===== config.mk =====
export PLATFORM = sky130hd
export DESIGN_NAME = io_conditioner_flat
export DESIGN_NICKNAME = d
export VERILOG_FILES = /design/src/rtl/io_conditioner_pkg.sv /design/src/rtl/io_conditioner_if.sv /design/src/rtl/io_conditioner_debounce_cell.sv /design/src/rtl/io_conditioner.sv /design/src/flat_wrapper.sv
export SDC_FILE = /design/constraint.sdc
export NUM_CORES = 1
export LEC_CHECK = 0
export CORE_MARGIN = 8
export CORE_UTILIZATION = 55
export CTS_CLUSTER_DIAMETER = 40
export CTS_CLUSTER_SIZE = 40
export DETAILED_ROUTE_END_ITERATION = 7
export HOLD_SLACK_MARGIN = 0.02
export PLACE_DENSITY = 0.79
export SETUP_SLACK_MARGIN = 0.15
export SLEW_MARGIN = 25
export SYNTH_ARGS = -nofsm -noshare
export SYNTH_HDL_FRONTEND = slang
export SYNTH_SLANG_ARGS = --single-unit

===== constraint.sdc =====
create_clock -name Clk -period 1.95 [get_ports Clk]
set_input_delay 0.4875 -clock Clk [delete_from_list [all_inputs] [get_ports Clk]]
set_output_delay 0.4875 -clock Clk [all_outputs]
set_load 0.02 [all_outputs]

===== src/rtl/io_conditioner_pkg.sv =====
// io_cond_pkg: shared constants, chord state type and counter sizing for io_conditioner
package io_cond_pkg;
  localparam int DEBOUNCE_SIM = 4;
  localparam int DEBOUNCE_HW = 500000;
  localparam int SYNC_DEFAULT = 2;
  typedef enum logic [1:0] {IDLE, HOLD, FIRED} chord_state_t;
  function automatic int cnt_width(input int n);
    return (n > 1) ? $clog2(n) : 1;
  endfunction
endpackage


===== src/rtl/io_conditioner_if.sv =====
// io_conditioner_if: raw board inputs and conditioned outputs of io_conditioner
interface io_conditioner_if #(
  parameter int NUM_KEYS = 2,
  parameter int SW_WIDTH = 10
);
  logic [NUM_KEYS-1:0] key_raw, key_level, key_press, key_release;
  logic [SW_WIDTH-1:0] sw_raw, sw_stable;
  logic sw_changed, chord_req;
  modport master (
    output key_raw, sw_raw,
    input key_level, key_press, key_release, sw_stable, sw_changed, chord_req
  );
  modport slave (
    input key_raw, sw_raw,
    output key_level, key_press, key_release, sw_stable, sw_changed, chord_req
  );
endinterface


===== src/rtl/io_conditioner_debounce_cell.sv =====
// debounce_cell: synchroniser, whole-vector debounce counter, stable register and edge pulses
module debounce_cell import io_cond_pkg::*; #(
  parameter int WIDTH = 1,
  parameter int SYNC_STAGES = SYNC_DEFAULT,
  parameter int DEBOUNCE_CYCLES = DEBOUNCE_SIM,
  parameter logic [WIDTH-1:0] INVERT = '0
) (
  input  logic             Clk,
  input  logic             Reset,
  input  logic [WIDTH-1:0] raw,
  output logic [WIDTH-1:0] stable,
  output logic [WIDTH-1:0] rise,
  output logic [WIDTH-1:0] fall
);
  localparam int CW = cnt_width(DEBOUNCE_CYCLES);
  localparam logic [CW-1:0] LAST = CW'(DEBOUNCE_CYCLES - 1);
  logic [WIDTH-1:0] sync [SYNC_STAGES];
  logic [WIDTH-1:0] cur, ahead;
  logic [CW-1:0] cnt;
  logic settle, take;
  assign cur = sync[SYNC_STAGES-1] ^ INVERT;
  assign ahead = sync[SYNC_STAGES-2] ^ INVERT;
  // a cycle counts only if the output differs from stable and the stage behind it agrees
  assign settle = (cur != stable) && (cur == ahead);
  assign take = settle && (cnt == LAST);
  always_ff @(posedge Clk or negedge Reset)
    if (!Reset) begin
      for (int i = 0; i < SYNC_STAGES; i++) sync[i] <= INVERT;
      cnt <= '0;
      stable <= '0;
      rise <= '0;
      fall <= '0;
    end else begin
      sync[0] <= raw;
      for (int i = 1; i < SYNC_STAGES; i++) sync[i] <= sync[i-1];
      cnt <= (settle && !take) ? cnt + 1'b1 : '0;
      stable <= take ? cur : stable;
      rise <= take ? cur & ~stable : '0;
      fall <= take ? ~cur & stable : '0;
    end
endmodule


===== src/rtl/io_conditioner.sv =====
// io_conditioner: debounced keys and switches plus a held-chord reset request
module io_conditioner import io_cond_pkg::*; #(
  parameter int NUM_KEYS = 2,
  parameter int SW_WIDTH = 10,
  parameter int SYNC_STAGES = SYNC_DEFAULT,
  parameter int DEBOUNCE_CYCLES = DEBOUNCE_SIM,
  parameter logic [NUM_KEYS-1:0] CHORD_MASK = 2'b11,
  parameter int CHORD_HOLD = 8,
  parameter bit KEY_ACTIVE_LOW = 1'b1
) (
  input logic Clk,
  input logic Reset,
  io_conditioner_if.slave io
);
  localparam int HW = cnt_width(CHORD_HOLD);
  localparam logic [HW-1:0] LAST = HW'(CHORD_HOLD - 1);
  chord_state_t state, next;
  logic [HW-1:0] hold_cnt, hold_next;
  logic [SW_WIDTH-1:0] sw_rise, sw_fall;
  logic held, fire;
  for (genvar i = 0; i < NUM_KEYS; i++) begin : g_key
    debounce_cell #(
      .WIDTH(1), .SYNC_STAGES(SYNC_STAGES), .DEBOUNCE_CYCLES(DEBOUNCE_CYCLES),
      .INVERT(KEY_ACTIVE_LOW)
    ) u_key (
      .Clk(Clk), .Reset(Reset), .raw(io.key_raw[i]), .stable(io.key_level[i]),
      .rise(io.key_press[i]), .fall(io.key_release[i])
    );
  end
  debounce_cell #(
    .WIDTH(SW_WIDTH), .SYNC_STAGES(SYNC_STAGES), .DEBOUNCE_CYCLES(DEBOUNCE_CYCLES)
  ) u_sw (
    .Clk(Clk), .Reset(Reset), .raw(io.sw_raw), .stable(io.sw_stable),
    .rise(sw_rise), .fall(sw_fall)
  );
  assign io.sw_changed = |(sw_rise | sw_fall);
  assign held = &(io.key_level | ~CHORD_MASK);
  assign io.chord_req = fire;
  always_ff @(posedge Clk or negedge Reset)
    if (!Reset) begin
      state <= IDLE;
      hold_cnt <= '0;
    end else begin
      state <= next;
      hold_cnt <= hold_next;
    end
  always_comb begin
    next = state;
    hold_next = '0;
    fire = 1'b0;
    case (state)
      IDLE: next = held ? HOLD : IDLE;
      HOLD: begin
        hold_next = hold_cnt + 1'b1;
        fire = held && (hold_cnt == LAST);
        next = !held ? IDLE : fire ? FIRED : HOLD;
      end
      FIRED: next = held ? FIRED : IDLE;
      default: next = IDLE;
    endcase
  end
endmodule


===== src/flat_wrapper.sv =====
// flat-port wrapper written by rule: the top's interface ports become plain ports
module io_conditioner_flat import io_cond_pkg::*;
#(
  parameter int NUM_KEYS = 2,
  parameter int SW_WIDTH = 10,
  parameter int SYNC_STAGES = SYNC_DEFAULT,
  parameter int DEBOUNCE_CYCLES = DEBOUNCE_SIM,
  parameter logic [NUM_KEYS-1:0] CHORD_MASK = 2'b11,
  parameter int CHORD_HOLD = 8,
  parameter bit KEY_ACTIVE_LOW = 1'b1
)
  (Clk, Reset, io_key_raw, io_sw_raw, io_key_level, io_key_press, io_key_release, io_sw_stable, io_sw_changed, io_chord_req);
  io_conditioner_if #(.NUM_KEYS(NUM_KEYS), .SW_WIDTH(SW_WIDTH)) io_i ();
  input logic Clk;
  input logic Reset;
  input wire logic [$bits(io_i.key_raw)-1:0] io_key_raw;
  input wire logic [$bits(io_i.sw_raw)-1:0] io_sw_raw;
  output wire logic [$bits(io_i.key_level)-1:0] io_key_level;
  output wire logic [$bits(io_i.key_press)-1:0] io_key_press;
  output wire logic [$bits(io_i.key_release)-1:0] io_key_release;
  output wire logic [$bits(io_i.sw_stable)-1:0] io_sw_stable;
  output wire logic [$bits(io_i.sw_changed)-1:0] io_sw_changed;
  output wire logic [$bits(io_i.chord_req)-1:0] io_chord_req;
  assign io_i.key_raw = io_key_raw;
  assign io_i.sw_raw = io_sw_raw;
  assign io_key_level = io_i.key_level;
  assign io_key_press = io_i.key_press;
  assign io_key_release = io_i.key_release;
  assign io_sw_stable = io_i.sw_stable;
  assign io_sw_changed = io_i.sw_changed;
  assign io_chord_req = io_i.chord_req;
  io_conditioner #(.NUM_KEYS(NUM_KEYS), .SW_WIDTH(SW_WIDTH), .SYNC_STAGES(SYNC_STAGES), .DEBOUNCE_CYCLES(DEBOUNCE_CYCLES), .CHORD_MASK(CHORD_MASK), .CHORD_HOLD(CHORD_HOLD), .KEY_ACTIVE_LOW(KEY_ACTIVE_LOW)) u_core (.Clk(Clk), .Reset(Reset), .io(io_i));
endmodule

# ---- Word-level counts from Yosys, hierarchy flattened
# Index checks and enable logic that the tools add are counted.
dict set report totals {
  regBits 71
  wordCells 83
}
dict set report op_classes {
  add_sub_neg 4
  n_eq_ne 12
  reduce_logical 16
  bitwise 15
  n_mux 16
}
# operator count
set op_table {}
lappend op_table {{$and A10 B10 Y10} 2}
lappend op_table {{$mux W10} 2}
lappend op_table {{$not A10 Y10} 2}
lappend op_table {{$mux W2} 6}
lappend op_table {{$eq A10 B10 Y1} 1}
lappend op_table {{$logic_and A1 B1 Y1} 10}
lappend op_table {{$ne A10 B10 Y1} 1}
lappend op_table {{$or A10 B10 Y10} 1}
lappend op_table {{$reduce_or A10 Y1} 1}
lappend op_table {{$eq A2 B2 Y1 const B} 4}
lappend op_table {{$add A2 B1 Y2 const B} 3}
lappend op_table {{$mux W1} 6}
lappend op_table {{$not A1 Y1} 6}
lappend op_table {{$pmux W2 S3} 1}
lappend op_table {{$and A1 B1 Y1} 4}
lappend op_table {{$add A3 B1 Y3 const B} 1}
lappend op_table {{$eq A3 B3 Y1 const B} 1}
lappend op_table {{$logic_not A1 Y1} 3}
lappend op_table {{$mux W3} 1}
lappend op_table {{$eq A1 B1 Y1} 2}
lappend op_table {{$eq A2 B1 Y1 const B} 1}
lappend op_table {{$logic_not A2 Y1} 1}
lappend op_table {{$ne A1 B1 Y1} 2}
lappend op_table {{$reduce_and A2 Y1} 1}

# ---- Longest topological paths before layout
dict set report depth {
  word_depth 7
  depth_mapped 7
  mapped_depth_nobuf 6
}

# ---- Modules after synthesis
# A second synthesis with hierarchy kept.
dict set report hier_totals {
  cells_unflattened 219
  hier_area_um2 2947.8
}
# module n_inst area_each_um2 cells_per_inst
set by_module_without_submodules {}
lappend by_module_without_submodules {{debounce_cell (u_core.u_sw)} 1 2047.0 149}
lappend by_module_without_submodules {{debounce_cell (u_core.g_key[0].u_key ...)} 2 322.8 23}
lappend by_module_without_submodules {io_conditioner 1 255.2 24}

# ---- Worst setup path after synthesis
# No wires, ideal clock.
dict set report synth_timing {
  path_kind {register -> register}
  start {reg u_core.u_sw.stable[3]}
  end {reg u_core.u_sw.stable[0]}
  stages_incl_launch_ff 8
  setup_slack_ps 188
  setup_ps 79
  arrival_ps 1683
  n_path_buf 1
  cell_sequence {dfrtp_1 > inv_1 > ha_1 > nand4_1 > nor3_1 > nor4_2 > buf_4 > mux2i_1}
}
dict set report synth_between {
  elab_chain_len 3
}
# element line
set synth_lines {}
lappend synth_lines {{from (decl)} io_conditioner_debounce_cell.sv:11} ;# output logic [WIDTH-1:0] stable,
lappend synth_lines {{from (signal assigned)} io_conditioner_debounce_cell.sv:37} ;# stable <= take ? cur : stable;
lappend synth_lines {{$ne A10 B10 Y1} io_conditioner_debounce_cell.sv:24} ;# assign settle = (cur != stable) && (cur == ahead);
lappend synth_lines {{$logic_and A1 B1 Y1} io_conditioner_debounce_cell.sv:24}
lappend synth_lines {{$logic_and A1 B1 Y1} io_conditioner_debounce_cell.sv:25} ;# assign take = settle && (cnt == LAST);
# No other way between the ends.
# A chain may end at the register's enable or synchronous reset.

# ---- Final worst setup path
dict set report layout_timing {
  start {reg u_core.u_sw.rise[3]}
  end {out io_sw_changed}
}
dict set report layout_between {
  elab_chain_len 2
}
# element line
set layout_lines {}
lappend layout_lines {{from (decl)} io_conditioner_debounce_cell.sv:12} ;# output logic [WIDTH-1:0] rise,
lappend layout_lines {{from (signal assigned)} io_conditioner_debounce_cell.sv:38} ;# rise <= take ? cur & ~stable : '0;
lappend layout_lines {{$or A10 B10 Y10} io_conditioner.sv:36} ;# assign io.sw_changed = |(sw_rise | sw_fall);
lappend layout_lines {{$reduce_or A10 Y1} io_conditioner.sv:36}
lappend layout_lines {{to (decl)} flat_wrapper.sv:22} ;# output wire logic [$bits(io_i.sw_changed)-1:0] io_sw_changed;
# No other way between the ends.

==> impl_metrics.tcl <==
set metrics [dict create \
    htree_levels 3 \
    wire_per_inst_um 14.2 \
    rsz0062_at_grt "true" \
    cts_buffers 9 \
    placed_cell_area_mm2 0.00331 \
    cap_violations 0 \
    drtIter0Drc 76 \
    whs_ps 51.9 \
    cts_buffer_depth 2 \
    port_buffers 31 \
    outcome "finished clean" \
    path_class "reg -> out" \
    skew_ps 9.44 \
    p_total_mw 3.20 \
    drv_slew 0 \
    synth.avg_cell_area_um2 12.9 \
    critical-path-max-stage-delay_ps 370 \
    slowest_stage "dfrtp_1" \
    drive_gt1_frac 0.176 \
    synth_nets 270 \
    netlist_instances 227 \
    finalWorstSetupSlack_ps 98.5 \
    ys_warn_count 0 \
    dp_hpwl_um 3320 \
    ant_nets 0 \
    synth_seq_area_share 0.610 \
    hold_viol_final 0 \
    grt.overflow.total 0 \
    dieHeight_um 88.9 \
    ir_worst_vdd_uv 583 \
    power_leakage_nw 1.88 \
    track_usage 0.129 \
    period_share 0.950 \
    vias_per_cell 4.88 \
    p_per_area_mw_per_mm2 858 \
    vias 1697 \
    num_io_pins 32 \
    die_area_mm2 0.00790 \
    start_util 0.572 \
    hold_path.class "in -> async" \
    drc 0 \
    max_freq_ghz 0.540 \
    crit_path_max_fanout 1 \
    area_growth_pct 27.7 \
    antenna_cells 0 \
    grt_pass1_wl_um 7620 \
    grt_pass1_vias 1718 \
    routabilityCongestion 0.753 \
    period_needed_ps 1850 \
    pre_cts_slack_ps 28.9 \
    ys_types 25 \
    antenna_found_initial 0 \
    fp-row-count 26 \
    setup_violations 0 \
    fin_area_mm2 0.00373 \
    crit_arrival_ps 1360 \
    first_pass_iters 4 \
    tns_ps 0 \
    nets 316 \
    critPathRequiredTime_ps 1460 \
    ctsHoldBuffers 0 \
    path_cells "nor4_1 > and3_1 > nand3_2 > buf_6" \
    totalWireLength_um 4940 \
    grt_start_max_net_pins 58 \
    slew_headroom 0.773 \
    tightest_slew_ps 337 \
    clkLatencyLatePin_ps 330 \
    clk_pin_slew_ps 70 \
    crit_path_start_kind "flop" \
    cts_tree "built" \
    die_w_um 88.9 \
    coreArea_mm2 0.00511 \
    clkSinkCount 71 \
    ys_ff_latch 71 \
    end_kind "primary output" \
    syn_area_mm2 0.00292 \
    clockRootBuffer "clkbuf_8" \
]
repair_timing:
item	4_1_cts	5_1_grt
setup buffers	0	7
pin swaps	3	11
gates resized for setup	24	16
setup endpoints to repair	44	34
cloned	0	2
placed cells by master, fill, tap and decap left out, types with 4 or more instances in the layout:
| master | Yosys | layout |
|---|---|---|
| nand2_1 | 4 | 4 |
| nand4_1 | 4 | 4 |
| ha_1 | 29 | 26 |
| nor2_1 | 9 | 9 |
| xnor2_1 | 10 | 7 |
| clkbuf_8 | 0 | 11 |
| buf_4 | 7 | 10 |
| dfrtp_1 | 67 | 66 |
| nor4_1 | 9 | 8 |
| dlygate4sd2_1 | 0 | 12 |
| inv_1 | 27 | 27 |
| and2_1 | 26 | 26 |
| mux2i_1 | 10 | 10 |
| clkdlybuf4s50_1 | 0 | 14 |
| dfstp_2 | 4 | 4 |
kinds of logic after synthesis:
| logic type | Yosys count | synth area share |
|---|---|---|
| AND/OR/NAND/NOR | 65 | 0.131 |
| buffers and inverters | 36 | 0.0561 |
| AO/OA/AOI/OAI | 4 | 0.00857 |
| adder cells (fa/ha/maj) | 29 | 0.124 |
| XOR/XNOR | 12 | 0.0360 |
| multiplexers | 10 | 0.0343 |
| flip-flops | 71 | 0.610 |
area by class of cell:
class | instances | area, um^2
Sequential cell | 71 | 1780
Fill cell | 353 | 1380
Multi-Input combinational cell | 120 | 1070
Timing Repair Buffer | 44 | 452
Clock buffer | 11 | 151
Inverter | 27 | 101
Tap cell | 70 | 87.6
Clock inverter | 5 | 80.1
final timing paths:
path	start	endpoint	slack, ps	cells after the start
setup / recovery	u_core.u_sw.rise[3]	io_sw_changed	100	4
hold / removal	Reset	u_core.u_sw.ahead[9]	50	1
setup reg to reg	u_core.u_sw.stable[8]	u_core.u_sw.fall[9]	140	8
hold reg to reg	u_core.g_key[1].u_key.sync[1]	u_core.g_key[1].u_key.sync[0]	390	0
max in group asynchronous	Reset	u_core.g_key[1].u_key.sync[0]	1270	2
min in group Clk	u_core.g_key[1].u_key.sync[1]	u_core.g_key[1].u_key.sync[0]	390	0
synthesized netlist by cell type:
library cell	number	share of area
a21oi_1	1	0.0017
nor4b_1	2	0.0060
nor2_1	9	0.012
dfrtp_1	67	0.57
xor2_1	2	0.0060
ha_1	29	0.12
a211oi_1	1	0.0026
nor3_1	1	0.0017
nor4_2	1	0.0043
and2_1	26	0.056
buf_4	7	0.018
o22ai_1	2	0.0043
xnor2_1	10	0.030
buf_2	2	0.0034
dfstp_2	4	0.036
inv_1	27	0.035
nand2_1	4	0.0051
nand3_1	2	0.0034
nor2b_1	2	0.0043
and3_1	1	0.0021
nand4_1	4	0.0086
mux2i_1	10	0.034
nand2b_1	3	0.0064
nor4_1	9	0.019
or3_1	1	0.0021
worst max-delay path, delay by kind of cell (launching register included):
family,cells,cell delay [ps]
buf+inv,1,150
simple gates,3,520
flops,1,370
power by group:
part           switching, mW  leakage [nW]  internal, mW  total (mW)
registers             0.0603         0.908          1.56        1.62
clock network          0.508         0.112         0.787        1.30
logic                  0.134         0.860         0.152       0.286
total                  0.702          1.88          2.50        3.20
stage by stage:
step / instances / util
2_1_floorplan: 227 / -
3_3_place_gp: 323 / 0.649
3_5_place_dp: 323 / 0.649
4_1_cts: 339 / 0.693
5_1_grt: 348 / 0.730
6_report: 348 / 0.730
sequential cells by signal (all words and copies together) (netlist names):
| name | flops |
|---|---|
| u_core.g_key.u_key.stable | 2 |
| u_core.g_key.u_key.fall | 2 |
| u_core.g_key.u_key.rise | 2 |
| u_core.g_key.u_key.sync | 4 |
| u_core.u_sw.cnt | 2 |
| u_core.u_sw.ahead | 10 |
| u_core.g_key.u_key.cnt | 4 |
| u_core.u_sw.stable | 10 |
| u_core.u_sw.fall | 10 |
| u_core.u_sw.rise | 10 |
| u_core.hold_cnt | 3 |
| u_core.u_sw.cur | 10 |
| u_core.state | 2 |
routing by layer:
layer  share of wire  vias up  global-route usage
li1                -      824                   -
met4           0.026        0              0.0737
met1            0.44      836               0.158
met2            0.51       27               0.204
met5               0        -                   0
met3           0.027       10              0.0279
(Power assumes the default switching activity.)
